**src/rtl/servo_pwm_capture.sv**
```systemverilog
`default_nettype none
`timescale 1ns/1ps
// ============================================================================
// Module      : servo_pwm_capture
// Description : Servo PWM receiver. Measures the high-pulse width and the
//               rising-to-rising frame period in 1 us units, and flags
//               out-of-range widths and missing rising edges (timeout).
// Revision    : 1.0 - initial release
// ============================================================================
module servo_pwm_capture #(
    parameter int CLK_PER_US = 125,
    parameter int MIN_WIDTH  = 500,
    parameter int MAX_WIDTH  = 2500,
    parameter int TIMEOUT_US = 25000,
    parameter int W          = 15
) (
    input  logic         clk,
    input  logic         rst,
    input  logic         pwm_in,
    output logic [W-1:0] width,
    output logic         width_valid,
    output logic [W-1:0] period,
    output logic         in_range,
    output logic         timeout,
    output logic [1:0]   state_dbg
);

    localparam int            c_PW       = (CLK_PER_US > 1) ? $clog2(CLK_PER_US) : 1;
    localparam logic [c_PW-1:0] c_PRE_LAST = c_PW'(CLK_PER_US - 1);
    localparam logic [W-1:0]  c_CNT_MAX  = {W{1'b1}};
    localparam logic [W-1:0]  c_MIN      = W'(MIN_WIDTH);
    localparam logic [W-1:0]  c_MAX      = W'(MAX_WIDTH);
    localparam logic [W-1:0]  c_TIMEOUT  = W'(TIMEOUT_US);

    typedef enum logic [1:0] {
        S_IDLE = 2'd0,
        S_HIGH = 2'd1,
        S_LOW  = 2'd2
    } state_t;

    state_t            r_state;
    logic              r_s1;
    logic              r_s2;
    logic              r_s3;
    logic [c_PW-1:0]   r_pre;
    logic [W-1:0]      r_hi_cnt;
    logic [W-1:0]      r_per_cnt;
    logic              r_wv_pend;

    logic              w_rise;
    logic              w_fall;
    logic              w_tick;
    logic [W-1:0]      w_hi_next;
    logic [W-1:0]      w_per_next;
    logic              w_tmo_hit;

    // Synchronizer is deliberately not reset: it keeps tracking the pin
    // during reset, so a level already high at release is not seen as a rise.
    always_ff @(posedge clk) begin
        r_s1 <= pwm_in;
        r_s2 <= r_s1;
        r_s3 <= r_s2;
    end

    assign w_rise = r_s2 & ~r_s3;
    assign w_fall = ~r_s2 & r_s3;
    assign w_tick = (r_pre == c_PRE_LAST);

    // Counter values including a tick on this very edge, so a pulse of
    // exactly N us reads back as N rather than N-1.
    assign w_hi_next  = (w_tick && (r_hi_cnt  != c_CNT_MAX)) ? r_hi_cnt  + W'(1) : r_hi_cnt;
    assign w_per_next = (w_tick && (r_per_cnt != c_CNT_MAX)) ? r_per_cnt + W'(1) : r_per_cnt;
    // >= so a timeout tick coinciding with a fall is caught on the next tick.
    assign w_tmo_hit  = w_tick && (w_per_next >= c_TIMEOUT);

    assign state_dbg = r_state;

    // Microsecond prescaler, re-phased to every detected rising edge.
    always_ff @(posedge clk or posedge rst) begin
        if (rst) begin
            r_pre <= '0;
        end else if (w_rise || w_tick) begin
            r_pre <= '0;
        end else begin
            r_pre <= r_pre + c_PW'(1);
        end
    end

    // Measurement FSM with its counters and registered results.
    always_ff @(posedge clk or posedge rst) begin
        if (rst) begin
            r_state     <= S_IDLE;
            r_hi_cnt    <= '0;
            r_per_cnt   <= '0;
            r_wv_pend   <= 1'b0;
            width       <= '0;
            width_valid <= 1'b0;
            period      <= '0;
            in_range    <= 1'b0;
            timeout     <= 1'b0;
        end else begin
            r_wv_pend   <= 1'b0;
            width_valid <= r_wv_pend;
            case (r_state)
                S_IDLE: begin
                    if (w_rise) begin
                        r_state   <= S_HIGH;
                        r_hi_cnt  <= '0;
                        r_per_cnt <= '0;
                        timeout   <= 1'b0;
                    end
                end
                S_HIGH: begin
                    if (w_fall) begin
                        r_state   <= S_LOW;
                        width     <= w_hi_next;
                        in_range  <= (w_hi_next >= c_MIN) && (w_hi_next <= c_MAX);
                        r_wv_pend <= 1'b1;
                        r_per_cnt <= w_per_next;
                    end else if (w_tmo_hit) begin
                        r_state  <= S_IDLE;
                        timeout  <= 1'b1;
                        in_range <= 1'b0;
                    end else begin
                        r_hi_cnt  <= w_hi_next;
                        r_per_cnt <= w_per_next;
                    end
                end
                S_LOW: begin
                    if (w_rise) begin
                        r_state   <= S_HIGH;
                        period    <= w_per_next;
                        r_hi_cnt  <= '0;
                        r_per_cnt <= '0;
                        timeout   <= 1'b0;
                    end else if (w_tmo_hit) begin
                        r_state  <= S_IDLE;
                        timeout  <= 1'b1;
                        in_range <= 1'b0;
                    end else begin
                        r_per_cnt <= w_per_next;
                    end
                end
                default: begin
                    r_state <= S_IDLE;
                end
            endcase
        end
    end

endmodule
`default_nettype wire

```
**config.mk**
```make
export PLATFORM = sky130hd
export DESIGN_NAME = servo_pwm_capture
export DESIGN_NICKNAME = d
export VERILOG_FILES = /design/src/rtl/servo_pwm_capture.sv
export SDC_FILE = /design/constraint.sdc
export NUM_CORES = 1
export LEC_CHECK = 0
export ABC_AREA = 1
export BUFFER_PORTS_ARGS = -buffer_cell sky130_fd_sc_hd__buf_2
export CORE_UTILIZATION = 45
export CTS_BUF_LIST = sky130_fd_sc_hd__clkbuf_16
export CTS_CLUSTER_SIZE = 30
export DETAILED_ROUTE_END_ITERATION = 8
export SLEW_MARGIN = 10
export SYNTH_ARGS = -nofsm -noshare
export SYNTH_HDL_FRONTEND = slang
export SYNTH_SLANG_ARGS = --single-unit
```
**constraint.sdc**
```tcl
create_clock -name clk -period 4 [get_ports clk]
set_clock_uncertainty 0.05 [all_clocks]
set_input_delay 0 -clock clk [delete_from_list [all_inputs] [get_ports clk]]
set_output_delay 0 -clock clk [all_outputs]
set_load 0.02 [all_outputs]
```
* After elaboration in Yosys (flattened, before gate mapping)
Index checks and enable logic that the tools add are counted.
** Storage, ports and cells
- Output and inout bits :: 35
- Flip-flop bits (word level) :: 76
** Operators by class
- Reductions and logical operators :: 16
- $lt $le $gt $ge :: 3
- Bitwise logic cells :: 4
- Eq/ne operators :: 10
- Add/sub/neg operators :: 3
- Mux-type cells :: 27
** Operator list (number)
- 2-to-1 mux 15 bit :: 8
- case mux 15 bit (3 select lines) :: 1
- adder 15 x 1 -> 15 bit, second input constant :: 2
- != test 15 bit, second input constant :: 2
- case mux 15 bit (2 select lines) :: 1
- greater-or-equal comparator 15 bit, second input constant :: 1
- greater-or-equal comparator 15 x 9 -> 1 bit, second input constant :: 1
- <= comparator 15 x 12 -> 1 bit, second input constant :: 1
- 2-to-1 mux 1 bit :: 9
- 2-to-1 mux 2 bit :: 4
- != test 2 bit, second input constant :: 4
- AND reduction 2 bit :: 4
- adder 7 x 1 -> 7 bit, second input constant :: 1
- equality test 7 bit, second input constant :: 1
- 2-to-1 mux 7 bit :: 1
- case mux 2 bit (3 select lines) :: 1
- logical AND 1 bit :: 4
- AND reduction 4 bit :: 1
- nonzero test 2 bit :: 2
- case mux 1 bit (3 select lines) :: 1
- AND reduction 3 bit :: 1
- nonzero test 3 bit :: 1
- bitwise AND 1 bit :: 2
- equality test 2 x 1 -> 1 bit, second input constant :: 1
- other kinds (7) :: 8

* Longest topological paths before layout
- Depth in word-level cells :: 8
- Mapped depth :: 21
- Gate-level depth less buffers :: 21

* Worst setup path after synthesis
OpenSTA, ideal clock, no wires.
- Kind :: flip-flop to flip-flop
- Start point :: register r_per_cnt[0]
- End point :: register r_hi_cnt[3]
- Data arrival time :: 2093 ps
- Path slack :: 1740 ps
- Period minus slack after synthesis :: 2260 ps
- Setup time :: 117 ps
- Path buffers :: 1
- Stages on the path, launching flop included :: 17
- Path through :: dfrtp_1 ha_1 nand3_1 nor2_2 nand3_4 nand3_1 xor2_1 nand2_1 nand2_1 nand2_2 nand2_4 inv_4 nand2_4 nand2_4 buf_8 nand2_2 o21ai_2
** On the way
- Longest elaborated chain between the ends :: 7
** Ends and longest elaborated chain
- from (decl) :: line 47 : logic [W-1:0] r_per_cnt;
- from (signal assigned) :: line 119 : r_per_cnt <= w_per_next;
- from (signal assigned) :: line 126 : r_per_cnt <= w_per_next;
- from (signal assigned) :: line 141 : r_per_cnt <= w_per_next;
- branches (longest 2 deep; another with adder 15 x 1 -> 15 bit)
- 2-to-1 mux 15 bit (*) :: line 72 : assign w_per_next = (w_tick && (r_per_cnt != c_CNT_MAX)) ? r_per_cnt + W'(1) : r_per_cnt;
- greater-or-equal comparator 15 bit (*) :: line 74 : assign w_tmo_hit = w_tick && (w_per_next >= c_TIMEOUT);
- logical AND 1 bit (*) :: line 74
- != test 2 bit (no source line) (*)
- AND reduction 4 bit (no source line) (*)
- to (signal assigned) :: line 125 : r_hi_cnt <= w_hi_next;
- to (decl) :: line 46 : logic [W-1:0] r_hi_cnt;
Every way passes the cells marked *.
A chain may end at the register's enable or synchronous reset.

* Worst setup path in the final report
- Start point :: register r_per_cnt[0]
- End point :: register r_hi_cnt[0]
The elaborated chain is that of the path after synthesis.

==> results.txt <==
----------------------------------------------------
[Hold path]
  Type of the tightest min-delay check ... in -> reg

[Synthesis]
  Yosys warning total ... 0
  Largest family of logic cells by synthesized area ... simple AND/OR/NAND/NOR gates
  Synthesized-area fraction occupied by xor and xnor cells ... 0.0265
  Post-synthesis instance total ... 652
  Number of synthesized register bits ... 76
  Synth Area in Compound Gates ... 0.110
  Sequential-to-total area share from yosys stat ... 0.407
  Dominant cells by area after synthesis ... sky130_fd_sc_hd__dfrtp_1 (39%), sky130_fd_sc_hd__nand2_1 (19%), sky130_fd_sc_hd__o21ai_0 (5.5%)
  Adder-cell area share of the yosys netlist ... 0.0216
  Number of different library cells in the post-synthesis netlist ... 36
  Syn Std Cell Area ... 4640 um^2
  Simple-gate portion of the synthesized area ... 0.352
  Yosys top cell by area ... sky130_fd_sc_hd__dfrtp_1
  Area share of the largest cell type after synthesis ... 0.394
  Multiplexer share of the synthesized area ... 0
  Post-Syn Nets ... 663
  Post-Syn Area per Cell ... 7.11 um^2

[GRT]
  Antenna violations before repair ... 0
  Largest net degree at the start of global routing ... 46
  Global-route usage over all layers ... 0.229
  GRT overflow ... 0
  Number of global-route vias before repair ... 3897
  Met2 demand-to-capacity share in global routing ... 0.395
  Fraction of met1 tracks used by global routing ... 0.281
  Global-route wire length before repair ... 18600 um
  M3 GR Usage ... 0.0484
  Busiest layer in global routing ... met2

[STA]
  Number of hold violations in the final report ... 0
  Setup repair after global routing missed its margin ... false
  Transition at the pin with the smallest max-transition slack ... 0.942 ns
  Maximum operating frequency ... 336 MHz
  Period utilization ... 0.743
  Min cycle time layout ... 2.97 ns
  Aggregate negative setup slack ... 0 ns
  Max Slew Vio Count ... 0
  Worst slew margin ... 0.371
  Setup violations, final ... 0

[Detailed routing]
  DR pass1 iterations ... 4
  Vias/cell ... 5.00
  Antenna Nets Post-Route ... 0
  Total Routed Length ... 11200 um
  Via count ... 4132
  Initial DRC count ... 192
  Routed wire length per instance ... 13.5 um
  Final routed DRC violation total ... 0

[Die]
  # IOs ... 38
  Die H ... 103 um
  Placeable core area ... 9860 um^2
  Initial standard-cell utilization of the core ... 0.470
  Cell Rows ... 36
  Die W ... 103 um
  Die area ... 10700 um^2

[Setup path]
  Top fanout value on the critical path ... 26
  Data required time of the critical path ... 4.17 ns
  Kind of end point of the critical path ... flop
  Critical-path top delay cell ... sky130_fd_sc_hd__dfrtp_1
  Critical Path AT ... 3.14 ns
  Kind of start point of the critical path ... flop
  Crit path cell chain ... ha_1, nand3_1, nor2_2, nand3_4, nand2_4, nand2_1, nand2_1, nor2_1, nand2_1, nand2_1, nand2_2, nand2_4, inv_4, nand2_4, nand2_4, inv_2, nand2_1, o21ai_1
  Most frequent cell on the critical path ... sky130_fd_sc_hd__nand2_1
  Worst setup path class ... reg -> reg
  Largest stage delay on the critical path ... 0.47 ns

[Layout]
  Most frequent standard cell in the layout excluding fill and tap cells ... sky130_fd_sc_hd__nand2_1
  Layout overhead on the synthesized area ... 11.8%
  Layout cell share with drive strength beyond 1 ... 0.164
  Commonest cells after routing, fill and taps aside ... sky130_fd_sc_hd__nand2_1 (237), sky130_fd_sc_hd__dfrtp_1 (73), sky130_fd_sc_hd__inv_1 (59)
  Final Instance Area ... 5180 um^2
  Non-Filler Instances ... 827
  Nets ... 700
  Antenna fix cells ... 0

[Place]
  Post-DP HPWL ... 8390 um
  Number of cells after detailed placement ... 809
  Global placer's final weighted congestion ... 0.915
  Port-buffer cells ... 37
  Post-placement cell area ... 4910 um^2

[CTS]
  CTS Buf Count ... 9
  Number of buffers between clock root and the deepest sink ... 2
  Clock tree from TritonCTS ... built
  CTS HTree Levels ... 3
  Master cell of the clock root buffer ... sky130_fd_sc_hd__clkbuf_16
  Number of sinks handled by clock tree synthesis ... 76
  Clock transition at the register clock pins on the worst setup and hold paths after CTS ... 0.06 ns
  Setup Buffers After CTS ... 0
  Worst skew pair latency ... 0.33 ns

[Power]
  Maximum VDD drop ... 0.000206 V
  Pint ... 0.00133 W
  Ratio of total power to cell area ... 401 nW/um^2
  Final total power ... 0.00208 W
  Part of the power in combinational logic ... 0.257
  Share of power burned in the clock network ... 0.342
  Reported net switching power ... 0.000744 W
  Static leakage ... 2.61 nW
  Switching power as a share of total power ... 0.358
  Sequential fraction of design power ... 0.401

[Outcome]
  Result of the run ... completed

[Flow run]
  Max-cap violations ... 0

----------------------------------------------------
metal layers:
metal | vias to the layer above | part of all wire
li1 | 2128 | -
met1 | 1897 | 0.44
met2 | 92 | 0.50
met3 | 15 | 0.045
met4 | 0 | 0.020
met5 | - | 0
cell families after synthesis:
family / count (synthesis)
DFF: 76
AOI/OAI and AO/OA: 91
buffers and inverters: 88
adders and majority gates: 8
and+or+nand+nor: 375
xor gates and xnor gates: 14
power by group through the flow:
stage	registers (W)	logic [W]	clock network, W
after floorplan	0.000858	0.000409	0
after CTS	0.000832	0.000537	0.000731
after global placement	0.000845	0.000532	0
after detailed placement	0.000846	0.000534	0
after global routing	0.000838	0.000603	0.000759
final	0.000832	0.000534	0.000712
stage by stage:
step / hold slack (ns) / util / setup slack (ns)
floorplan: -0.0223 / - / 1.74
global placement: 0.0540 / 0.497 / 1.08
detailed placement: 0.0568 / 0.497 / 1.05
CTS: 0.256 / 0.525 / 1.03
global route: 0.270 / 0.525 / 0.821
finish: 0.259 / 0.525 / 1.03
Yosys cell counts (all sizes together):
cell      n
a21oi    13
a31oi     1
and3      2
buf       9
clkbuf    8
clkinv    5
dfrtp    73
dfxtp     3
ha        8
inv      66
nand2   256
nand3    34
nand3b    2
nand4     4
nor2     63
nor3      6
nor3b     2
o21ai    70
o22ai     7
or2       6
xnor2     2
xor2     12
layout make-up:
type	count	area (um^2)
clock buffer	9	225
sequential	76	1890
clock inverter	7	31.3
multi-input combinational	488	2360
inverter	71	274
fill	1003	4680
tap	133	166
timing repair buffer	43	235
final timing paths:
check	from	endpoint	slack (ns)	cells past startpoint
max in group asynchronous	rst	in_range	2.58	4
min reg2reg	r_s1	r_s2	0.28	0
min	pwm_in	r_s1	0.26	2
min in group asynchronous	rst	width[12]	0.38	3
max	r_per_cnt[0]	r_hi_cnt[0]	1.03	18
max reg2reg	r_per_cnt[0]	r_hi_cnt[0]	1.03	18
state kept, by name, summed over array words and instances, names as in the netlist:
name	flops
width	15
timeout	1
r_s1	1
state_dbg	2
r_hi_cnt	15
r_pre	7
period	15
r_s3	1
r_wv_pend	1
in_range	1
r_s2	1
r_per_cnt	15
width_valid	1
critical path: cells and delay by family, from the launching register on:
kind	cells	cell delay, ns
DFF	1	0.47
AOI/OAI and AO/OA	1	0.06
and+or+nand+nor	14	1.73
adders and majority gates	1	0.29
buffers and inverters	2	0.23
what timing repair did:
item,4_1_cts,5_1_grt
endpoints found under the setup margin,0,0
gates resized for setup,0,0
endpoints found under the hold margin,45,0
hold buffers,2,0
(Power assumes the default switching activity.)
